### src/rtl/rxiod_lane_align_sequencer.sv
// Sequences RX IOD bit-alignment training lane by lane: restart pulse, wait for
// DONE/ERR/OOR or timeout, retry failed lanes, freeze passed lanes via HOLD.
module rxiod_lane_align_sequencer #(
  parameter int NUM_LANES   = 4,
  parameter int LANE_IDX_W  = 2,
  parameter int TIMEOUT_W   = 16,
  parameter int TIMEOUT_CYC = 50000,
  parameter int MAX_RETRY   = 3,
  parameter int RSTRT_PULSE = 4
) (
  input  logic                  SCLK,
  input  logic                  RESETN,
  input  logic                  PLL_LOCK,
  input  logic                  TRAIN_REQ,
  input  logic [NUM_LANES-1:0]  BIT_ALGN_DONE,
  input  logic [NUM_LANES-1:0]  BIT_ALGN_ERR,
  input  logic [NUM_LANES-1:0]  BIT_ALGN_OOR,
  output logic [NUM_LANES-1:0]  BIT_ALGN_RSTRT,
  output logic [NUM_LANES-1:0]  BIT_ALGN_HOLD,
  output logic [NUM_LANES-1:0]  LANE_OK,
  output logic [LANE_IDX_W-1:0] ACTIVE_LANE,
  output logic                  ALIGN_BUSY,
  output logic                  ALIGN_DONE,
  output logic                  ALIGN_FAIL,
  output logic [LANE_IDX_W-1:0] FAIL_LANE,
  output logic [2:0]            state_dbg
);

  localparam int RETRY_W = (MAX_RETRY < 1) ? 1 : $clog2(MAX_RETRY + 1);
  localparam logic [TIMEOUT_W-1:0]  TIMER_LAST = TIMEOUT_W'(TIMEOUT_CYC - 1);
  localparam logic [RETRY_W-1:0]    RETRY_MAX  = RETRY_W'(MAX_RETRY);
  localparam logic [LANE_IDX_W-1:0] LANE_LAST  = LANE_IDX_W'(NUM_LANES - 1);
  localparam logic [3:0]            PULSE_LAST = 4'(RSTRT_PULSE - 1);

  typedef enum logic [2:0] {
    ST_WAIT_LOCK = 3'd0,
    ST_RSTRT     = 3'd1,
    ST_WAIT_DONE = 3'd2,
    ST_ALIGNED   = 3'd3,
    ST_FAIL      = 3'd4
  } state_t;

  state_t                  state_q, state_d;
  logic [LANE_IDX_W-1:0]   lane_q, lane_d;
  logic [RETRY_W-1:0]      retry_q, retry_d;
  logic [TIMEOUT_W-1:0]    timer_q, timer_d;
  logic                    dsl_q, dsl_d;
  logic [3:0]              pcnt_q, pcnt_d;
  logic [NUM_LANES-1:0]    rstrt_q, rstrt_d;
  logic [NUM_LANES-1:0]    hold_q, hold_d;
  logic [NUM_LANES-1:0]    ok_q, ok_d;
  logic                    busy_q, busy_d;
  logic                    done_q, done_d;
  logic                    fail_q, fail_d;
  logic [LANE_IDX_W-1:0]   fail_lane_q, fail_lane_d;
  logic                    treq_q;

  logic                    train_rise;
  logic                    cur_done, cur_err, cur_oor;
  logic                    fail_evt, pass_evt;

  function automatic logic [NUM_LANES-1:0] lane_bit(input logic [LANE_IDX_W-1:0] idx);
    lane_bit      = '0;
    lane_bit[idx] = 1'b1;
  endfunction

  always_ff @(posedge SCLK) begin
    if (!RESETN) begin
      state_q     <= ST_WAIT_LOCK;
      lane_q      <= '0;
      retry_q     <= '0;
      timer_q     <= '0;
      dsl_q       <= 1'b0;
      pcnt_q      <= '0;
      rstrt_q     <= '0;
      hold_q      <= '0;
      ok_q        <= '0;
      busy_q      <= 1'b0;
      done_q      <= 1'b0;
      fail_q      <= 1'b0;
      fail_lane_q <= '0;
      treq_q      <= 1'b0;
    end else begin
      state_q     <= state_d;
      lane_q      <= lane_d;
      retry_q     <= retry_d;
      timer_q     <= timer_d;
      dsl_q       <= dsl_d;
      pcnt_q      <= pcnt_d;
      rstrt_q     <= rstrt_d;
      hold_q      <= hold_d;
      ok_q        <= ok_d;
      busy_q      <= busy_d;
      done_q      <= done_d;
      fail_q      <= fail_d;
      fail_lane_q <= fail_lane_d;
      treq_q      <= TRAIN_REQ;
    end
  end

  always_comb begin
    state_d     = state_q;
    lane_d      = lane_q;
    retry_d     = retry_q;
    timer_d     = timer_q;
    dsl_d       = dsl_q;
    pcnt_d      = pcnt_q;
    rstrt_d     = rstrt_q;
    hold_d      = hold_q;
    ok_d        = ok_q;
    busy_d      = busy_q;
    done_d      = done_q;
    fail_d      = fail_q;
    fail_lane_d = fail_lane_q;

    train_rise = TRAIN_REQ & ~treq_q;
    cur_done   = BIT_ALGN_DONE[lane_q];
    cur_err    = BIT_ALGN_ERR[lane_q];
    cur_oor    = BIT_ALGN_OOR[lane_q];
    // DONE only counts once it has been seen low in this attempt, so a level
    // left over from a previous run cannot pass the lane.
    pass_evt   = cur_done & dsl_q & ~cur_err & ~cur_oor;
    fail_evt   = (cur_done & dsl_q & (cur_err | cur_oor)) | cur_err |
                 (timer_q == TIMER_LAST);

    if ((state_q != ST_WAIT_LOCK) && (!PLL_LOCK || train_rise)) begin
      // Lock loss and retrain share one abort; any pulse in flight is cut short.
      state_d     = ST_WAIT_LOCK;
      lane_d      = '0;
      retry_d     = '0;
      timer_d     = '0;
      dsl_d       = 1'b0;
      pcnt_d      = '0;
      rstrt_d     = '0;
      hold_d      = '0;
      ok_d        = '0;
      busy_d      = 1'b0;
      done_d      = 1'b0;
      fail_d      = 1'b0;
      fail_lane_d = '0;
    end else begin
      case (state_q)
        ST_WAIT_LOCK: begin
          if (PLL_LOCK) begin
            state_d = ST_RSTRT;
            lane_d  = '0;
            retry_d = '0;
            rstrt_d = lane_bit('0);
            pcnt_d  = PULSE_LAST;
            busy_d  = 1'b1;
          end
        end
        ST_RSTRT: begin
          if (pcnt_q == 4'd0) begin
            state_d = ST_WAIT_DONE;
            rstrt_d = '0;
            timer_d = '0;
            dsl_d   = 1'b0;
          end else begin
            pcnt_d = pcnt_q - 4'd1;
          end
        end
        ST_WAIT_DONE: begin
          timer_d = timer_q + TIMEOUT_W'(1);
          if (!cur_done) dsl_d = 1'b1;
          if (fail_evt) begin
            if (retry_q < RETRY_MAX) begin
              state_d = ST_RSTRT;
              retry_d = retry_q + RETRY_W'(1);
              rstrt_d = lane_bit(lane_q);
              pcnt_d  = PULSE_LAST;
            end else begin
              state_d     = ST_FAIL;
              fail_d      = 1'b1;
              fail_lane_d = lane_q;
              busy_d      = 1'b0;
            end
          end else if (pass_evt) begin
            ok_d[lane_q]   = 1'b1;
            hold_d[lane_q] = 1'b1;
            if (lane_q == LANE_LAST) begin
              state_d = ST_ALIGNED;
              done_d  = 1'b1;
              busy_d  = 1'b0;
            end else begin
              state_d = ST_RSTRT;
              lane_d  = lane_q + LANE_IDX_W'(1);
              retry_d = '0;
              rstrt_d = lane_bit(lane_q + LANE_IDX_W'(1));
              pcnt_d  = PULSE_LAST;
            end
          end
        end
        ST_ALIGNED: ;
        ST_FAIL: ;
        default: state_d = ST_WAIT_LOCK;
      endcase
    end
  end

  assign BIT_ALGN_RSTRT = rstrt_q;
  assign BIT_ALGN_HOLD  = hold_q;
  assign LANE_OK        = ok_q;
  assign ACTIVE_LANE    = lane_q;
  assign ALIGN_BUSY     = busy_q;
  assign ALIGN_DONE     = done_q;
  assign ALIGN_FAIL     = fail_q;
  assign FAIL_LANE      = fail_lane_q;
  assign state_dbg      = state_q;

endmodule

### config.mk
export PLATFORM = sky130hd
export DESIGN_NAME = rxiod_lane_align_sequencer
export DESIGN_NICKNAME = d
export VERILOG_FILES = /design/src/rtl/rxiod_lane_align_sequencer.sv
export SDC_FILE = /design/constraint.sdc
export NUM_CORES = 1
export LEC_CHECK = 0
export BUFFER_PORTS_ARGS = -buffer_cell sky130_fd_sc_hd__buf_2
export CAP_MARGIN = 20
export CORE_ASPECT_RATIO = 1.4
export CORE_UTILIZATION = 51
export CTS_CLUSTER_SIZE = 24
export DETAILED_ROUTE_END_ITERATION = 12
export PLACE_DENSITY = 0.81
export SYNTH_ARGS = -nofsm -noshare
export SYNTH_HDL_FRONTEND = slang
export SYNTH_SLANG_ARGS = --single-unit
### constraint.sdc
create_clock -name SCLK -period 5.25 [get_ports SCLK]
set_clock_uncertainty 0.2 [all_clocks]
set_input_delay 1.05 -clock SCLK [delete_from_list [all_inputs] [get_ports SCLK]]
set_output_delay 1.05 -clock SCLK [all_outputs]
set_load 0.01 [all_outputs]
==> run metrics, run 1 <==
Leakage=roughly 0.0011 µW; Power Density=298 nW/µm²; hold depth=2; Chip Width=59.7 µm; setup violators final=0; WP data required=5210 ps; Die Area=about 4900 µm²; global-route wire length before repair=between 9000 and 10000 µm; worst reg2reg startpoint=pcnt_q[1]; Place WS=2190 ps; TNS Setup=0 ps; combinational share of power=between 20% and 30%; critical path type=reg -> reg; synthesized flop and latch total=46; placed cell areas=around 2600 µm²; Rows=29; die extent in y=82.8 µm; Clock Tree Root=clkbuf_8; DR vias/cell=between 5 and 6; Crit-path slowest cell=nor3b_1; fin crit period=3000 ps; clk_lat worst skew=approximately 290 ps; final slew viol count=0; CP max stage delay=700 ps; CTS tree=built; Core Area=4500 µm²; Critical Path Start=pcnt_q[1]; Setup crit end kind=flop; layout cell share with drive strength beyond 1=about a fifth; reg2reg path depth=6; Sw Share=between 30% and 40%; crit-path max FO=17; Synthesis Warnings=0; final instance area=roughly 2700 µm²; via count=between 2k and 2.5k; Antenna Nets Post-Route=0; P_sw=~260 µW; fill count=approximately 430; Yosys cell types=between 50 and 60; final worst-path cycle share=~57%; DR WL/cell=14.2 µm; Finished Core Util=between 60% and 70%; r2r setup slk=between 2000 and 2500 ps; n_diodes=0; clock buffer depth=2; RSZ-0062 raised after global routing=no; net count after synthesis=approximately 300; postcts setup bufs=0; DRT iter0 DRCs=94; register share of total power=48.3%; commonest non-fill, non-tap cells in the layout=dfxtp_1, nor2_1, buf_2; DR pass1 iterations=4; Peak Freq=about 330 MHz; CTS Hold Bufs=0; Hold Path Class=reg -> reg; vias in the first global route=2134; final hold viol count=0; Slew @ Worst Pin=a little over 800 ps; I/O Buffers=37; Post-Route WL=roughly 5400 µm; total track usage=between 20% and 30%; boundary pin count=38; largest net degree at the start of global routing=29; Cells after Synth=approximately 280; sequential area share after synthesis=38.7%; Remaining Overflow, GRT=0; H-tree depth=2; Max IR drop VDD=roughly 0.18 mV; mapped cell area=roughly 2400 µm²; nets=around 340; crit path to=BIT_ALGN_RSTRT[2]; max cap viols=0; synthesized area per cell=about 8.4 µm²; RD Place Congestion=0.855; worst hold margin=268 ps; DR DRC count=0; Num CTS Buffers=5; Layout area overhead=13.7%; estimated wirelength of the detail-placed design=~3800 µm; ys flop type=dfxtp_1; initial antenna violation count=0; Int Pwr=~540 µW; normalized max-slew margin=between 40 and 50%; CP arrival=around 3000 ps; status=complete, no violations; post-synthesis async set-or-reset flop share=0%; Starting Density=52.9%; commonest non-fill, non-tap cell in the layout=dfxtp_1; Final Worst Setup Slack=2250 ps; Clk pwr share=27.6%; r2r endpoint=BIT_ALGN_RSTRT[2]; CP cell instances=inv_1 > ha_1 > nor3b_1 > nand3_1 > a21oi_1 > o22ai_1; startpoint types=flop; Clock Pin Slew Worst Setup and Hold Paths=roughly 80 ps; clock sinks=46; EDFF count, synth=0; total of cells resized after clock tree synthesis=0; area of the multi-input gates=~1400 µm²; Reg area=921 µm²
[logic make-up (layout without fill, tap and decap cells)]
logic type	count (synthesis)	after routing	synth area share [%]
AO/OA/AOI/OAI	63	63	17.7
XOR/XNOR	1	1	0.368
adder cells (fa/ha/maj)	8	8	4.21
buffers and inverters	21	57	3.68
flip-flops	46	46	38.7
multiplexers	17	17	9.05
AND/OR/NAND/NOR	127	127	26.2
[metal layers]
| metal | vias up | GRT usage, % | part of all wire (%) |
|---|---|---|---|
| met3 | 6 | 3.43 | 4.9 |
| li1 | 1089 | - | - |
| met5 | - | 0 | 0 |
| met4 | 0 | 7.40 | 1.1 |
| met1 | 1048 | 30.5 | 43 |
| met2 | 79 | 39.7 | 51 |
[per-stage QoR]
step / instances / power [µW]
2_1_floorplan: 283 / 537
6_report: 381 / 805
5_1_grt: 381 / 850
4_1_cts: 381 / 809
3_5_place_dp: 373 / 589
3_3_place_gp: 373 / 585
[synthesized netlist by cell type (2+ instances only)]
cell | number | area share (%)
nand2b_1 | 3 | 0.79
nand3_1 | 11 | 2.3
or2_2 | 2 | 0.53
mux4_2 | 3 | 2.8
o21ai_0 | 8 | 1.7
a2111oi_0 | 2 | 0.74
and2_1 | 3 | 0.79
a311oi_1 | 2 | 0.74
o21a_1 | 3 | 0.95
nor2_1 | 40 | 6.3
mux2_2 | 6 | 2.8
mux2i_1 | 8 | 3.4
and3_1 | 4 | 1.1
o211a_1 | 4 | 1.7
clkbuf_1 | 10 | 1.6
inv_1 | 8 | 1.3
o211ai_1 | 3 | 0.95
and4_1 | 2 | 0.74
nand4_1 | 3 | 0.79
ha_1 | 8 | 4.2
dfxtp_1 | 46 | 39
nand2_1 | 33 | 5.2
o22ai_1 | 3 | 0.79
or3_1 | 6 | 1.6
nor4_1 | 2 | 0.53
a31oi_1 | 2 | 0.53
a21oi_1 | 26 | 5.5
nor3b_1 | 2 | 0.63
nor3_1 | 8 | 1.7
[cell type report]
cell class                 instances  share of cell area (%)
sequential                        46                    34.0
clock buffer                       7                    3.19
timing repair buffer              40                    7.68
inverter                           9                    1.25
multi-input combinational        216                    50.8
tap                               62                    2.87
clock inverter                     1                   0.185
[how the worst min path moves through the flow]
| stage | from | end | slack, ps |
|---|---|---|---|
| 5_1_grt | BIT_ALGN_RSTRT[0] | BIT_ALGN_RSTRT[0] | 290 |
| 3_3_place_gp | BIT_ALGN_HOLD[0] | BIT_ALGN_HOLD[0] | 250 |
| 2_1_floorplan | retry_q[1] | retry_q[1] | 240 |
| 4_1_cts | BIT_ALGN_RSTRT[0] | BIT_ALGN_RSTRT[0] | 270 |
| 3_5_place_dp | BIT_ALGN_RSTRT[1] | BIT_ALGN_RSTRT[1] | 260 |
| 6_report | BIT_ALGN_RSTRT[0] | BIT_ALGN_RSTRT[0] | 270 |
[power groups by stage]
stage               clock (µW)  sequential [µW]  combinational (µW)
floorplan                    0              390                 147
global placement             0              396                 189
detailed placement           0              397                 192
CTS                        227              389                 193
global route               239              393                 218
finish                     222              389                 194
[state kept, by name (all words and copies together), names as in the netlist, 2 cells and up]
signal          cells
BIT_ALGN_RSTRT      4
BIT_ALGN_HOLD       4
pcnt_q              4
retry_q             2
ACTIVE_LANE         2
timer_q            16
LANE_OK             4
FAIL_LANE           2
state_dbg           3
[critical path, delay by kind of cell (launching register included)]
family	cells	cell delay, ps
compound gates	2	720
fa+ha+maj	1	200
simple gates	2	1350
flops	1	310
buf+inv	1	80
Power figures use the tool's default switching activity.
==> run 2, diff against run 1 <==
PLACE_DENSITY = 0.84   (was 0.81)
clock period = 2.64 ns   (was 5.25 ns; I/O delays follow)
==> run 2 against run 1 <==
Effect of this change:
- non-clock buffer count rose by 7
- via count rose by 0.36%
- flip-flop and latch count did not move
- sequential power rose by 94%
- worst setup slack got worse by 2100 ps
- final area rose by 2.7%
- utilization rose by 1.6 points
==> run metrics, run 2 (synthesis results as in run 1) <==
hold_sp=TRAIN_REQ (was BIT_ALGN_RSTRT[0]); Clock Pin Slew Worst Setup and Hold Paths=80 ps (about the same); Peak Freq=405 MHz (was 333 MHz); Leakage=0.00112 µW (was 0.00108 µW); Crit-path slowest cell=dfxtp_1 (was nor3b_1); max cap viols=0 (unchanged); die extent in y=82.8 µm (unchanged); commonest non-fill, non-tap cells in the layout=dfxtp_1, nor2_1, buf_2 (unchanged); setup violators final=0 (unchanged); Die Area=4940 µm² (unchanged); Chip Width=59.7 µm (unchanged); total track usage=22.7% (was 23.7%); Clock Tree Root=clkbuf_8 (unchanged); initial antenna violation count=0 (unchanged); postcts setup bufs=0 (unchanged); critical path type=reg -> reg (unchanged); RSZ-0062 raised after global routing=no (unchanged); Post-Route WL=5350 µm (was 5410 µm); TNS Setup=0 ps (unchanged); CP cell instances=ha_1 > and4b_1 > nand4_2 > o211a_1 > o21a_1 > or3_4 > o221a_1 (was inv_1 > ha_1 > nor3b_1 > nand3_1 > a21oi_1 > o22ai_1); status=complete, no violations (unchanged); vias in the first global route=2071 (was 2134); final slew viol count=0 (unchanged); Place WS=72.6 ps (was 2190 ps); n_diodes=0 (unchanged); I/O Buffers=37 (unchanged); final worst-path cycle share=93.6% (was 57.2%); global-route wire length before repair=8810 µm (was 9280 µm); H-tree depth=2 (unchanged); Largest Register=timer_q (unchanged); CTS tree=built (unchanged); fin crit period=2470 ps (was 3000 ps); Num CTS Buffers=5 (unchanged); normalized max-slew margin=59.7% (was 45.1%); largest net degree at the start of global routing=17 (was 29); CP arrival=2470 ps (was 2970 ps); clock buffer depth=2 (unchanged); Final Worst Setup Slack=170 ps (was 2250 ps); clock sinks=46 (unchanged); Setup crit end kind=flop (unchanged); Hold Path Class=in -> reg (was reg -> reg); Remaining Overflow, GRT=0 (unchanged); boundary pin count=38 (unchanged); Layout area overhead=16.8% (was 13.7%); final hold viol count=0 (unchanged); Critical Path Start=timer_q[0] (was pcnt_q[1]); r2r setup slk=170 ps (was 2250 ps); Starting Density=52.9% (unchanged); Antenna Nets Post-Route=0 (unchanged); DR vias/cell=5.75 (was 5.83); Power Density=613 nW/µm² (was 298 nW/µm²); commonest non-fill, non-tap cell in the layout=dfxtp_1 (unchanged); WP data required=2640 ps (was 5210 ps); DRT iter0 DRCs=121 (was 94); clk_lat worst skew=300 ps (was 290 ps); CP max stage delay=390 ps (was 700 ps); nets=349 (was 342); number of flip-flops in the largest register=16 (unchanged); Rows=29 (unchanged); DR pass1 iterations=6 (was 4); Core Area=4500 µm² (unchanged); RD Place Congestion=0.843 (was 0.855); DR WL/cell=13.8 µm (was 14.2 µm); estimated wirelength of the detail-placed design=3890 µm (was 3820 µm); layout cell share with drive strength beyond 1=22.4% (was 20.7%); startpoint types=flop (unchanged); worst reg2reg startpoint=timer_q[0] (was pcnt_q[1]); DR DRC count=0 (unchanged); Max IR drop VDD=0.338 mV (was 0.181 mV); crit-path max FO=4 (was 17); Slew @ Worst Pin=590 ps (was 822 ps); via count=2230 (was 2222)
run 2: report_power, final:
part / leakage, µW / switching [µW] / total (µW) / internal (µW)
Combinational: 0.000693 / 267 / 439 / 172
Clock: 0.0000524 / 226 / 510 / 283
Sequential: 0.000372 / 28.0 / 755 / 727
run 2: final timing paths:
kind	depth (start not counted)	to
worst min-delay path	2	treq_q
worst max register to register	7	pcnt_q[2]
worst max-delay path	7	pcnt_q[2]
worst min register to register	2	BIT_ALGN_RSTRT[2]
run 2: layout make-up:
cell class / instances / area (µm²)
multi-input cells: 216 / 1380
repair buffers: 47 / 260
clock inverters: 1 / 30.0
fillers: 411 / 1720
well taps: 62 / 77.6
flip-flops and latches: 46 / 921
clock buffers: 7 / 76.3
inverters: 9 / 33.8
run 2: metal layers:
layer | global-route usage, % | routed length, µm
met4 | 9.51 | 110
met1 | 27.9 | 2270
met3 | 5.45 | 281
met5 | 0 | 0
met2 | 36.9 | 2680
run 2: what timing repair did:
item                       4_1_cts  5_1_grt
resized for setup                0        1
setup endpoints to repair        0        2
hold buffers                     0        0
run 2: worst max-delay path: cells and delay by family (launching register included):
family | cells | cell delay [ps]
AOI/OAI and AO/OA | 3 | 720
DFF | 1 | 390
adders and majority gates | 1 | 240
and+or+nand+nor | 3 | 820
run 2: per-stage QoR:
step	hold WS [ps]	cells	util [%]	total power, µW	area, µm²
after floorplan	242	283	-	1070	2380
after global placement	245	380	59.3	1200	2670
after detailed placement	254	380	59.3	1210	2670
after CTS	238	388	61.6	1710	2770
after global routing	240	388	61.8	1790	2780
final	241	388	61.8	1700	2780
==> run 3, diff against run 2 <==
ABC_AREA = 1   (was unset)
HOLD_SLACK_MARGIN = 0.15   (was unset)
PLACE_DENSITY = 0.83   (was 0.84)
==> run 3 against run 2 <==
Effect of this change:
- largest power group is now combinational logic
- critical endpoint is now ACTIVE_LANE[1]
- wire length rose by 14%
- area after synthesis rose by 11%
- largest cell class unchanged
- global-route usage rose by 1.1 points
- via count rose by 15%
- critical path type unchanged
- worst setup slack improved by 260 ps
- register-to-register slack improved by 260 ps
- sequential share of layout area fell by 2.1 points
- synthesized cell count rose by 36%
- combinational power rose to 3.0 times the previous value
==> run metrics, run 3 <==
final instance area=2960 µm² (was 2780 µm²); final slew viol count=0 (unchanged); Reg area=921 µm² (unchanged); Die Area=5480 µm² (was 4940 µm²); most instantiated cells after synthesis=nand2_1, inv_1, dfxtp_1, nor2_1, a21oi_1 (was dfxtp_1, nor2_1, nand2_1); CTS tree=built (unchanged); mapped cell area=2650 µm² (was 2380 µm²); Num CTS Buffers=5 (unchanged); DR DRC count=0 (unchanged); EDFF count, synth=0 (unchanged); nets=446 (was 349); WP data required=2670 ps (was 2640 ps); Peak Freq=453 MHz (was 405 MHz); Synth area leader=dfxtp_1 (unchanged); clk_lat worst skew=300 ps (about the same); Leakage=0.00128 µW (was 0.00112 µW); Post-Route WL=6070 µm (was 5350 µm); Core Area=4920 µm² (was 4500 µm²); via count=2575 (was 2230); post-synthesis async set-or-reset flop share=0% (unchanged); DR WL/cell=12.5 µm (was 13.8 µm); Finished Layout Cells=487 (was 388); status=complete, no violations (unchanged); Clock Tree Root=clkbuf_8 (unchanged); n_diodes=0 (unchanged); Synthesis Warnings=0 (unchanged); TNS Setup=0 ps (unchanged); total track usage=23.9% (was 22.7%); synthesized flop and latch total=46 (unchanged); Clock Pin Slew Worst Setup and Hold Paths=90 ps (was 80 ps); CP arrival=2240 ps (was 2470 ps); initial antenna violation count=0 (unchanged); Largest Register=timer_q (unchanged); placed cell areas=2880 µm² (was 2670 µm²); commonest non-fill, non-tap cell in the layout=nand2_1 (was dfxtp_1); Chip Width=62.9 µm (was 59.7 µm); hold_sp=TRAIN_REQ (unchanged); Antenna Nets Post-Route=0 (unchanged); die extent in y=87.2 µm (was 82.8 µm); r2r endpoint=ACTIVE_LANE[1] (was pcnt_q[2]); worst reg2reg startpoint=ACTIVE_LANE[0] (was timer_q[0]); WHS Endpoint=treq_q (unchanged); Power Density=904 nW/µm² (was 613 nW/µm²); critical path type=reg -> reg (unchanged); r2r setup slk=430 ps (was 170 ps); global-route wire length before repair=10500 µm (was 8810 µm); startpoint types=flop (unchanged); DRT iter0 DRCs=162 (was 121); Rows=30 (was 29); vias in the first global route=2449 (was 2071); CTS Hold Bufs=0 (unchanged); most common cell in the netlist=nand2_1 (was dfxtp_1); fill count=486 (was 411); fin crit period=2210 ps (was 2470 ps); Hold Path Class=in -> reg (unchanged); max cap viols=0 (unchanged); setup violators final=0 (unchanged); number of flip-flops in the largest register=16 (unchanged); Cells after Synth=385 (was 283); normalized max-slew margin=62.9% (was 59.7%); top cells by area, synth=dfxtp_1, nand2_1, inv_1 (was dfxtp_1, nor2_1, a21oi_1); Power, Total=2680 µW (was 1700 µW); largest net degree at the start of global routing=30 (was 17); clock buffer depth=2 (unchanged); dpl cells=479 (was 380); synthesized area per cell=6.87 µm² (was 8.40 µm²); worst hold margin=216 ps (was 241 ps); final hold viol count=0 (unchanged); Layout area overhead=12.0% (was 16.8%); ys flop type=dfxtp_1 (unchanged); Remaining Overflow, GRT=0 (unchanged); Yosys cell types=38 (was 51); Setup crit end kind=flop (unchanged); area of the multi-input gates=1450 µm² (was 1380 µm²); layout cell share with drive strength beyond 1=19.1% (was 22.4%); final worst-path cycle share=83.7% (was 93.6%); DR pass1 iterations=4 (was 6); H-tree depth=2 (unchanged); DR vias/cell=5.29 (was 5.75); hold depth=3 (was 2); top cell type's share of synthesized area=34.8% (was 38.7%); RD Place Congestion=0.876 (was 0.843); I/O Buffers=37 (unchanged); sequential area share after synthesis=34.8% (was 38.7%); estimated wirelength of the detail-placed design=4580 µm (was 3890 µm); reg2reg path depth=10 (was 7); Starting Density=53.8% (was 52.9%); RSZ-0062 raised after global routing=no (unchanged); crit-path max FO=12 (was 4); clock sinks=46 (unchanged); commonest non-fill, non-tap cells in the layout=nand2_1, inv_1, dfxtp_1, nor2_1, buf_2 (was dfxtp_1, nor2_1, buf_2); Slew @ Worst Pin=556 ps (was 590 ps); boundary pin count=38 (unchanged); postcts setup bufs=0 (unchanged); Max IR drop VDD=0.389 mV (was 0.338 mV); net count after synthesis=409 (was 307); total of cells resized after clock tree synthesis=0 (unchanged)
[run 3: cell count changes after synthesis, sizes merged, moves of 5 or more]
cell	previous run	this run
nand2	33	89
mux2i	8	0
or3	7	0
a211oi	1	7
nor2	40	58
inv	9	57
nand3	12	37
mux2	6	0
a21oi	26	31
buf	2	8
clkbuf	10	2
o21ai	9	14
[run 3: worst max path at each step]
stage / start / to / slack (ps) / cells past startpoint
global placement: timer_q[0] / timer_q[12] / 570 / 8
finish: ACTIVE_LANE[0] / ACTIVE_LANE[1] / 430 / 10
floorplan: ACTIVE_LANE[0] / BIT_ALGN_RSTRT[0] / 800 / 14
global route: ACTIVE_LANE[0] / ACTIVE_LANE[1] / 190 / 10
detailed placement: ACTIVE_LANE[0] / ACTIVE_LANE[1] / 490 / 10
CTS: ACTIVE_LANE[0] / ACTIVE_LANE[1] / 410 / 10
[run 3: worst max-delay path: stages (launching register included)]
cell and delay (ps):
dfxtp_1 680, inv_8 80, nand2_1 80, nand3_1 60, nand2_1 130, nand2_1 80, nor2_2 180, o21ai_1 110
nor2_1 230, nand3_1 140, a21oi_1 160
[run 3: final cells by class]
type,instances,share of cell area [%]
timing repair buffer,40,7.01
tap,64,2.70
clock buffer,6,2.45
multi-input combinational,272,48.8
inverter,57,7.47
sequential,46,31.1
clock inverter,2,0.465
[run 3: layer usage]
layer | vias to the layer above | wire (µm) | track usage, %
li1 | 1320 | - | -
met1 | 1165 | 2510 | 26.6
met2 | 76 | 3170 | 43.7
met3 | 14 | 232 | 3.53
met4 | 0 | 148 | 11.8
met5 | - | 0 | 0
[run 3: where the power goes]
group | switching, µW | leakage (µW) | internal (µW)
clock | 242 | 0.0000452 | 187
combinational | 862 | 0.000862 | 465
sequential | 116 | 0.000373 | 807
[run 3: kinds of logic after synthesis]
| family | count (synthesis) | synth area share (%) |
|---|---|---|
| AOI/OAI and AO/OA | 64 | 14.2 |
| adders and majority gates | 8 | 3.78 |
| buffers and inverters | 67 | 10.5 |
| and+or+nand+nor | 200 | 36.7 |
| DFF | 46 | 34.8 |
[run 3: per-stage QoR]
| stage | setup slack (ps) | util (%) |
|---|---|---|
| floorplan | 798 | - |
| global placement | 567 | 58.5 |
| detailed placement | 492 | 58.5 |
| CTS | 413 | 60.3 |
| global route | 189 | 60.3 |
| finish | 431 | 60.3 |
